## src/rtl/hazard_ctrl_pkg.sv

```systemverilog
// Shared pipeline definitions for the hazard controller: FSM states, M-field bit positions, x0 index.
// Latency: n/a (types, constants and a pure combinational helper only).
// Backpressure: n/a.
package hazard_ctrl_pkg;

  typedef enum logic {
    RUN   = 1'b0,
    STALL = 1'b1
  } state_t;

  // Bit positions inside the 3-bit M control group carried in ID/EX
  localparam int M_BRANCH   = 2;
  localparam int M_MEMREAD  = 1;
  localparam int M_MEMWRITE = 0;

  // x0 is hard-wired zero, so a load targeting it can never create a dependency
  localparam logic [4:0] REG_X0 = 5'd0;

  // Load-use dependency between the load in ID/EX and the instruction in IF/ID
  function automatic logic load_use_hazard(input logic       mem_read,
                                           input logic [4:0] rd,
                                           input logic [4:0] rs1,
                                           input logic [4:0] rs2);
    return mem_read && (rd != REG_X0) && ((rd == rs1) || (rd == rs2));
  endfunction

endpackage

```

## src/rtl/hazard_ctrl_sat_counter.sv

```systemverilog
// Saturating event counter: counts cycles with inc high, sticks at all-ones instead of wrapping.
// Latency: count reflects an inc one clock after it is sampled.
// Backpressure: none; inc is accepted every cycle.
module sat_counter #(
  parameter int CNT_W = 32
) (
  input  logic             clk,
  input  logic             reset_n,
  input  logic             inc,
  output logic [CNT_W-1:0] count
);

  localparam logic [CNT_W-1:0] ONE = {{(CNT_W-1){1'b0}}, 1'b1};

  // Synchronous clear, then increment unless already pinned at the maximum
  always_ff @(posedge clk) begin
    if (!reset_n) begin
      count <= '0;
    end else if (inc && (count != '1)) begin
      count <= count + ONE;
    end
  end

endmodule

```

## src/rtl/hazard_ctrl.sv

```systemverilog
// Pipeline hazard controller: load-use stalls (STALL_CYCLES bubbles) and taken-branch flushes, with statistics.
// Latency: control outputs are combinational from state and current inputs; counters update one clock later.
// Backpressure: stalls the front end by dropping PCWrite/IFIDWrite; a taken branch always overrides a stall.
module hazard_ctrl
  import hazard_ctrl_pkg::*;
#(
  parameter int STALL_CYCLES = 1,
  parameter int CNT_W        = 32
) (
  input  logic             clk,
  input  logic             reset_n,
  input  logic [4:0]       IFID_RS1,
  input  logic [4:0]       IFID_RS2,
  input  logic [4:0]       IDEX_RD,
  input  logic [2:0]       IDEX_M,
  input  logic             Branch_Taken,
  output logic             PCWrite,
  output logic             IFIDWrite,
  output logic             IFID_Flush,
  output logic             IDEX_Bubble,
  output logic             EXMEM_Flush,
  output logic [CNT_W-1:0] StallCount,
  output logic [CNT_W-1:0] FlushCount
);

  // Remaining stall cycles after the one that detected the hazard
  localparam logic [1:0] REM_INIT = 2'(STALL_CYCLES - 1);

  state_t     state, state_nxt;
  logic [1:0] rem, rem_nxt;
  logic       hz;
  logic       stall_inc;
  logic       flush_inc;

  // Only MemRead matters here; Branch and MemWrite are resolved elsewhere in the pipe
  logic unused_m;
  assign unused_m = IDEX_M[M_BRANCH] ^ IDEX_M[M_MEMWRITE];

  assign hz = load_use_hazard(IDEX_M[M_MEMREAD], IDEX_RD, IFID_RS1, IFID_RS2);

  // Next state and all control outputs; branch beats stall, reset beats everything
  always_comb begin
    state_nxt   = state;
    rem_nxt     = rem;
    PCWrite     = 1'b1;
    IFIDWrite   = 1'b1;
    IFID_Flush  = 1'b0;
    IDEX_Bubble = 1'b0;
    EXMEM_Flush = 1'b0;
    stall_inc   = 1'b0;
    flush_inc   = 1'b0;

    case (state)
      RUN: begin
        if (hz) begin
          PCWrite     = 1'b0;
          IFIDWrite   = 1'b0;
          IDEX_Bubble = 1'b1;
          stall_inc   = 1'b1;
          if (STALL_CYCLES > 1) begin
            state_nxt = STALL;
            rem_nxt   = REM_INIT;
          end
        end
      end
      STALL: begin
        // hz is deliberately ignored here: the front end is frozen anyway
        PCWrite     = 1'b0;
        IFIDWrite   = 1'b0;
        IDEX_Bubble = 1'b1;
        stall_inc   = 1'b1;
        if (rem <= 2'd1) begin
          state_nxt = RUN;
          rem_nxt   = 2'd0;
        end else begin
          rem_nxt = rem - 2'd1;
        end
      end
      default: begin
        state_nxt = RUN;
        rem_nxt   = 2'd0;
      end
    endcase

    // A taken branch squashes the wrong-path work and aborts any stall in progress
    if (Branch_Taken) begin
      PCWrite     = 1'b1;
      IFIDWrite   = 1'b1;
      IFID_Flush  = 1'b1;
      IDEX_Bubble = 1'b1;
      EXMEM_Flush = 1'b1;
      stall_inc   = 1'b0;
      flush_inc   = 1'b1;
      state_nxt   = RUN;
      rem_nxt     = 2'd0;
    end

    // Held in reset the pipe free-runs regardless of what the stage registers hold
    if (!reset_n) begin
      PCWrite     = 1'b1;
      IFIDWrite   = 1'b1;
      IFID_Flush  = 1'b0;
      IDEX_Bubble = 1'b0;
      EXMEM_Flush = 1'b0;
      stall_inc   = 1'b0;
      flush_inc   = 1'b0;
      state_nxt   = RUN;
      rem_nxt     = 2'd0;
    end
  end

  // State register with synchronous active-low reset
  always_ff @(posedge clk) begin
    if (!reset_n) begin
      state <= RUN;
      rem   <= 2'd0;
    end else begin
      state <= state_nxt;
      rem   <= rem_nxt;
    end
  end

  sat_counter #(.CNT_W(CNT_W)) u_stall_cnt (
    .clk     (clk),
    .reset_n (reset_n),
    .inc     (stall_inc),
    .count   (StallCount)
  );

  sat_counter #(.CNT_W(CNT_W)) u_flush_cnt (
    .clk     (clk),
    .reset_n (reset_n),
    .inc     (flush_inc),
    .count   (FlushCount)
  );

endmodule

```

## config.mk

```make
export PLATFORM = sky130hd
export DESIGN_NAME = hazard_ctrl
export DESIGN_NICKNAME = d
export VERILOG_FILES = /design/src/rtl/hazard_ctrl_pkg.sv /design/src/rtl/hazard_ctrl_sat_counter.sv /design/src/rtl/hazard_ctrl.sv
export SDC_FILE = /design/constraint.sdc
export NUM_CORES = 1
export LEC_CHECK = 0
export CAP_MARGIN = 20
export CORE_ASPECT_RATIO = 0.8
export CORE_MARGIN = 1
export CORE_UTILIZATION = 56
export CTS_BUF_LIST = sky130_fd_sc_hd__clkbuf_8
export DETAILED_ROUTE_END_ITERATION = 6
export DONT_BUFFER_PORTS = 1
export GPL_TIMING_DRIVEN = 0
export PLACE_DENSITY = 0.81
export SLEW_MARGIN = 30
export SYNTH_ARGS = -nofsm -noshare
export SYNTH_HDL_FRONTEND = slang
export SYNTH_HIERARCHICAL = 1
export SYNTH_SLANG_ARGS = --single-unit
```

## constraint.sdc

```tcl
create_clock -name clk -period 5.25 [get_ports clk]
set_clock_uncertainty 0.15 [all_clocks]
set_input_delay 1.05 -clock clk [delete_from_list [all_inputs] [get_ports clk]]
set_output_delay 1.05 -clock clk [all_outputs]
set_load 0.01 [all_outputs]
```

==> results of run 1 <==
-- layout make-up --
cell class,count,area (um^2)
multi-input cells,338,2210
well taps,84,105
clock buffers,10,138
flip-flops and latches,67,1340
clock inverters,6,57.6
fillers,585,2380
inverters,7,26.3
plain buffers,26,115
-- cell usage in the layout, fill, tap and decap left out, types with 2 or more instances in the layout --
cell type | netlist | final
and3_1 | 7 | 7
o311ai_0 | 4 | 4
ha_1 | 2 | 2
a31oi_1 | 2 | 2
nand3_2 | 4 | 4
buf_4 | 4 | 4
nor3_1 | 8 | 8
a21oi_1 | 31 | 31
clkbuf_8 | 0 | 10
or4_1 | 23 | 23
dfxtp_1 | 67 | 67
o31a_1 | 2 | 2
xor2_1 | 12 | 12
nand2_1 | 35 | 35
a2111o_1 | 2 | 2
nand4_1 | 18 | 18
clkbuf_1 | 20 | 20
or4_4 | 4 | 4
a2111oi_0 | 2 | 2
o31ai_1 | 22 | 22
o41ai_1 | 6 | 6
nand2b_1 | 18 | 18
clkinvlp_4 | 0 | 2
and2_1 | 6 | 6
nand3_1 | 25 | 25
o21ai_0 | 10 | 10
and4_1 | 12 | 12
nor2_1 | 20 | 20
or3_1 | 10 | 10
o41ai_2 | 2 | 2
nor4_1 | 12 | 12
a211oi_1 | 2 | 2
buf_2 | 2 | 2
o21a_1 | 4 | 4
inv_1 | 7 | 9
o211ai_1 | 4 | 4
mux2i_1 | 14 | 14
a21o_1 | 2 | 2
or3_4 | 2 | 2
xnor2_1 | 8 | 8
-- per-layer routing --
| layer | up-vias | wire [um] |
|---|---|---|
| met5 | - | 0 |
| met4 | 0 | 159 |
| met3 | 18 | 1170 |
| met2 | 186 | 4360 |
| met1 | 1720 | 4460 |
| li1 | 1711 | - |
-- registers in the layout, summed over array words and instances (netlist names) --
signal	cells
u_stall_cnt/count	32
u_flush_cnt/count	32
rem	2
state	1
-- per-stage QoR --
| step | hold WS, ns | instances |
|---|---|---|
| floorplan | 0.271 | 438 |
| global placement | 0.283 | 522 |
| detailed placement | 0.297 | 522 |
| CTS | 0.308 | 538 |
| global route | 0.366 | 538 |
| finish | 0.313 | 538 |
-- worst max-delay path: stages --
cell     delay, ns
xor2_1        0.14
nor3_1        0.18
a22oi_1       0.14
o21ai_0       0.68
nand4_1       0.36
or4_4         0.59
or3_1         0.42
or4_1         0.41
a21oi_1       0.14
-- cells in the mapped netlist, types with 8 or more instances --
cell and number:
nor3_1 8, clkbuf_1 20, xor2_1 12, and4_1 12, o21ai_0 10, o31ai_1 22
a21oi_1 31, nor4_1 12, nand2_1 35, nand2b_1 18, xnor2_1 8, nand4_1 18
or3_1 10, mux2i_1 14, nor2_1 20, dfxtp_1 67, nand3_1 25, or4_1 23
-- kinds of logic (layout without fill, tap and decap cells) --
group / after synthesis / count (layout)
mux: 14 / 14
xor+xnor: 20 / 20
compound gates: 96 / 96
flops: 67 / 67
fa+ha+maj: 2 / 2
simple gates: 206 / 206
buf+inv: 33 / 49
-- path summary, 6_finish.rpt --
| path | start | to | cells past startpoint | slack, ns |
|---|---|---|---|---|
| worst max-delay path | IDEX_RD[3] | u_stall_cnt/count[31] | 9 | 1.28 |
| worst min-delay path | rem[1] | rem[1] | 2 | 0.31 |
| worst max register to register | state | u_stall_cnt/count[31] | 7 | 2.29 |
| worst min register to register | rem[1] | rem[1] | 2 | 0.31 |
-- power groups by stage --
stage	combinational, mW	clock, mW	sequential [mW]
floorplan	0.0250	0	0.522
global placement	0.0327	0	0.523
detailed placement	0.0340	0	0.523
CTS	0.0342	0.434	0.511
global route	0.0381	0.459	0.511
finish	0.0347	0.430	0.511
==> results_dict.tcl, run 1 <==
set metrics [dict create \
    io_pins 90 \
    comb_power_share 0.036 \
    grt_pass1_vias 3126 \
    die_w_um 92.8 \
    syn-mean-instance-area_um2 8.44 \
    syn_nets 461 \
    grtUsageMet3 0.119 \
    wl_per_cell_um 18.9 \
    leakage_nw 1.22 \
    intPower_uw 748 \
    dieArea_um2 6930 \
    clkSlewWorstSetupHoldPaths_ns 0.07 \
    drv_slew 0 \
    htree_levels 3 \
    finalHoldViolCount 0 \
    gr-total-overflow 0 \
    synth_edf_count 0 \
    placed_area_um2 3800 \
    setup_viol 0 \
    top_usage_layer "met2" \
    fin_ws_ns 1.28 \
    start_kind "input port" \
    critPathCaptureType "flip-flop" \
    cts_max_path_buffers 2 \
    grt_setup_unrepaired "false" \
    cp.arrival_ns 4.11 \
    synth_seq_cells 67 \
    dr.pass1.iters 5 \
    tns_ns 0 \
    initial_utilization 0.579 \
    grtUsageMet2 0.422 \
    grt_pass1_wl_um 15400 \
    synth-simple-area-share 0.328 \
    p_total_uw 976 \
    synth_top_cells_by_area "dfxtp_1 36%, or4_1 4.7%, o31ai_1 4.5%" \
    grt_max_degree 12 \
    cts_made_buffers 9 \
    met1_usage 0.394 \
    place_congestion 0.936 \
    slew_headroom 0.446 \
    peakVddDrop_mv 0.130 \
    cts_tree "built" \
    syn-cell-area_um2 3690 \
    antenna_found_initial 0 \
    yosys.area_share.xor_xnor 0.0474 \
    dp_slack_ns 1.00 \
    crit_fanout 5 \
    clock_latency_ns 0.35 \
    synthAdderAreaFrac 0.00677 \
    synth_top_family_by_area "simple AND/OR/NAND/NOR gates" \
    status "completed" \
    power-per-cell-area_nw_per_um2 244 \
    ys.flop_type "dfxtp_1" \
    post_cts_resize_count 0 \
    hold_path_class "reg -> reg" \
    cts.sinks 67 \
    dpl.hpwl_um 7260 \
    path_class "in -> reg" \
    maxCapViolations 0 \
    synth.largest_area_cell "dfxtp_1" \
    cp.required_ns 5.38 \
    ys_warn_count 6 \
    max_freq_mhz 252 \
    synth.area.mux_share 0.0379 \
    power_frac_seq 0.524 \
    yosys.area.top_type_share 0.363 \
    cts_root_buf "clkbuf_8" \
    rows 26 \
    syn_inst 438 \
    viasPerCell 6.76 \
    post_cts_buffers 0 \
    hold_buffers 0 \
    post-route-util 0.627 \
    track_usage 0.290 \
    io_buffers 0 \
    fin_crit_ns 3.97 \
    worst_pin_slew_ns 0.822 \
    layout-area-overhead-vs-synth_pct 8.13 \
    nets 472 \
    drc_errors 0 \
    design_area_um2 4000 \
    synthDistinctLibCells 41 \
    p_switching_uw 228 \
    power_frac_clock 0.441 \
    synth_compound_area_frac 0.178 \
    antenna_cells 0 \
    synthArstFlopShare 0 \
    swShare 0.233 \
    drive_gt1_frac 0.0727 \
    die_h_um 74.7 \
    core_um2 6380 \
    wl_um 10100 \
    period_share 0.756 \
    drt_iter0_drc 323 \
    ant_nets 0 \
    vias 3635 \
    ys_seq_area_frac 0.363 \
]
Note: power is estimated with default switching activity, not from simulation.
==> inputs of run 2 (changes only) <==
clock period = 3.8 ns   (was 5.25 ns; I/O delays follow)
==> run 2 against run 1 <==
Compared with the run above: first-iteration DRC count did not move; clock-buffer cell count unchanged; sequential power grew 38%; total power rose by 38%; register-to-register slack worse by 1.4 ns; critical path depth stayed put; via count up 0.19%; final area is the same; worst setup slack got worse by 0.90 ns; combinational power up 38%; die area unchanged; largest power group unchanged; worst hold slack is essentially flat.
==> results_dict.tcl, run 2 (synthesis results as in run 1) <==
set metrics [dict create \
    grt_pass1_wl_um 15400 \
    nets 472 \
    start_kind "input port" \
    p_switching_uw 314 \
    fin_crit_ns 3.42 \
    viasPerCell 6.77 \
    dpl.hpwl_um 7260 \
    dieArea_um2 6930 \
    slew_headroom 0.464 \
    hold_path_class "reg -> reg" \
    dp_slack_ns -0.158 \
    place_congestion 0.936 \
    power_frac_clock 0.440 \
    antenna_cells 0 \
    grt_pass1_vias 3126 \
    io_pins 90 \
    antenna_found_initial 0 \
    dr.pass1.iters 5 \
    setup_viol 0 \
    comb_power_share 0.036 \
    status "completed" \
    leakage_nw 1.22 \
    drive_gt1_frac 0.0727 \
    grt_setup_unrepaired "false" \
    rows 26 \
    gr-total-overflow 0 \
    swShare 0.233 \
    track_usage 0.290 \
    peakVddDrop_mv 0.179 \
    cts_made_buffers 9 \
    wl_per_cell_um 18.8 \
    io_buffers 0 \
    cts_tree "built" \
    die_w_um 92.8 \
    final_cell_mix "67 x dfxtp_1, 35 x nand2_1, 31 x a21oi_1" \
    path_class "in -> reg" \
    mostFrequentLayoutCell "dfxtp_1" \
    max_freq_mhz 293 \
    cp.arrival_ns 3.55 \
    whs_ns 0.313 \
    ant_nets 0 \
    htree_levels 3 \
    period_share 0.899 \
    reg_top3 "u_flush_cnt/count: 32 flops, u_stall_cnt/count: 32 flops, rem: 2 flops" \
    vias 3642 \
    cts_root_buf "clkbuf_8" \
    fin_ws_ns 0.384 \
    maxCapViolations 0 \
    drv_slew 0 \
    drc_errors 0 \
    clock_latency_ns 0.35 \
    drt_iter0_drc 323 \
    finalHoldViolCount 0 \
    p_total_mw 1.35 \
    wl_um 10100 \
    power-per-cell-area_nw_per_um2 337 \
    initial_utilization 0.579 \
    die_h_um 74.7 \
    cts_max_path_buffers 2 \
    core_um2 6380 \
    crit_fanout 5 \
    cts.sinks 67 \
    critPathCaptureType "flip-flop" \
    layout-area-overhead-vs-synth_pct 8.13 \
    power_frac_seq 0.524 \
    cp.required_ns 3.93 \
    intPower_mw 1.03 \
    clkSlewWorstSetupHoldPaths_ns 0.07 \
    grt_max_degree 12 \
    worst_pin_slew_ns 0.795 \
]
==> run 2: cell types whose count changed in the layout (fill, tap and decap cells not counted) <==
cell,before,now
o21ai_0,10,9
o21ai_1,0,1
==> run 2: layer usage <==
metal	share of wire	vias up	global-route usage
li1	-	1711	-
met1	0.44	1717	0.394
met2	0.43	196	0.422
met3	0.12	18	0.119
met4	0.016	0	0.0855
met5	0	-	0
==> run 2: what timing repair did <==
item                                    CTS  global route
setup buffers                             0             0
hold buffers                              0             0
endpoints found under the setup margin    0             1
endpoints found under the hold margin     0             0
resized for setup                         0             1
==> run 2: through the flow <==
step	area, um^2	TNS, ns	cells	utilization
after floorplan	3690	0	438	-
after global placement	3800	-0.0726	522	0.596
after detailed placement	3800	-0.158	522	0.596
after CTS	4000	0	538	0.627
after global routing	4000	0	538	0.627
final	4000	0	538	0.627
==> run 2: power groups by stage <==
stage               clock [mW]  combinational [mW]  sequential [mW]
floorplan                    0              0.0346            0.722
global placement             0              0.0452            0.722
detailed placement           0              0.0469            0.722
CTS                      0.599              0.0472            0.706
global route             0.634              0.0527            0.706
finish                   0.593              0.0480            0.706
==> run 2: path summary, 6_finish.rpt <==
path,slack [ns],cells past startpoint,endpoint,start
min reg2reg,0.31,2,rem[1],rem[1]
min,0.31,2,rem[1],rem[1]
max,0.38,9,u_stall_cnt/count[31],IDEX_RD[3]
max reg2reg,0.91,7,u_stall_cnt/count[31],state
==> run 2: critical path, cell delays in order <==
cell     delay, ns
xor2_1        0.14
nor3_1        0.18
a22oi_1       0.14
o21ai_1       0.46
nand4_1       0.32
or4_4         0.58
or3_1         0.42
or4_1         0.41
a21oi_1       0.14
==> run 2: area by class of cell <==
| class | count | area, um^2 |
|---|---|---|
| Fill cell | 585 | 2380 |
| Multi-Input combinational cell | 338 | 2210 |
| Sequential cell | 67 | 1340 |
| Clock buffer | 10 | 138 |
| Buffer | 26 | 115 |
| Tap cell | 84 | 105 |
| Clock inverter | 6 | 57.6 |
| Inverter | 7 | 26.3 |
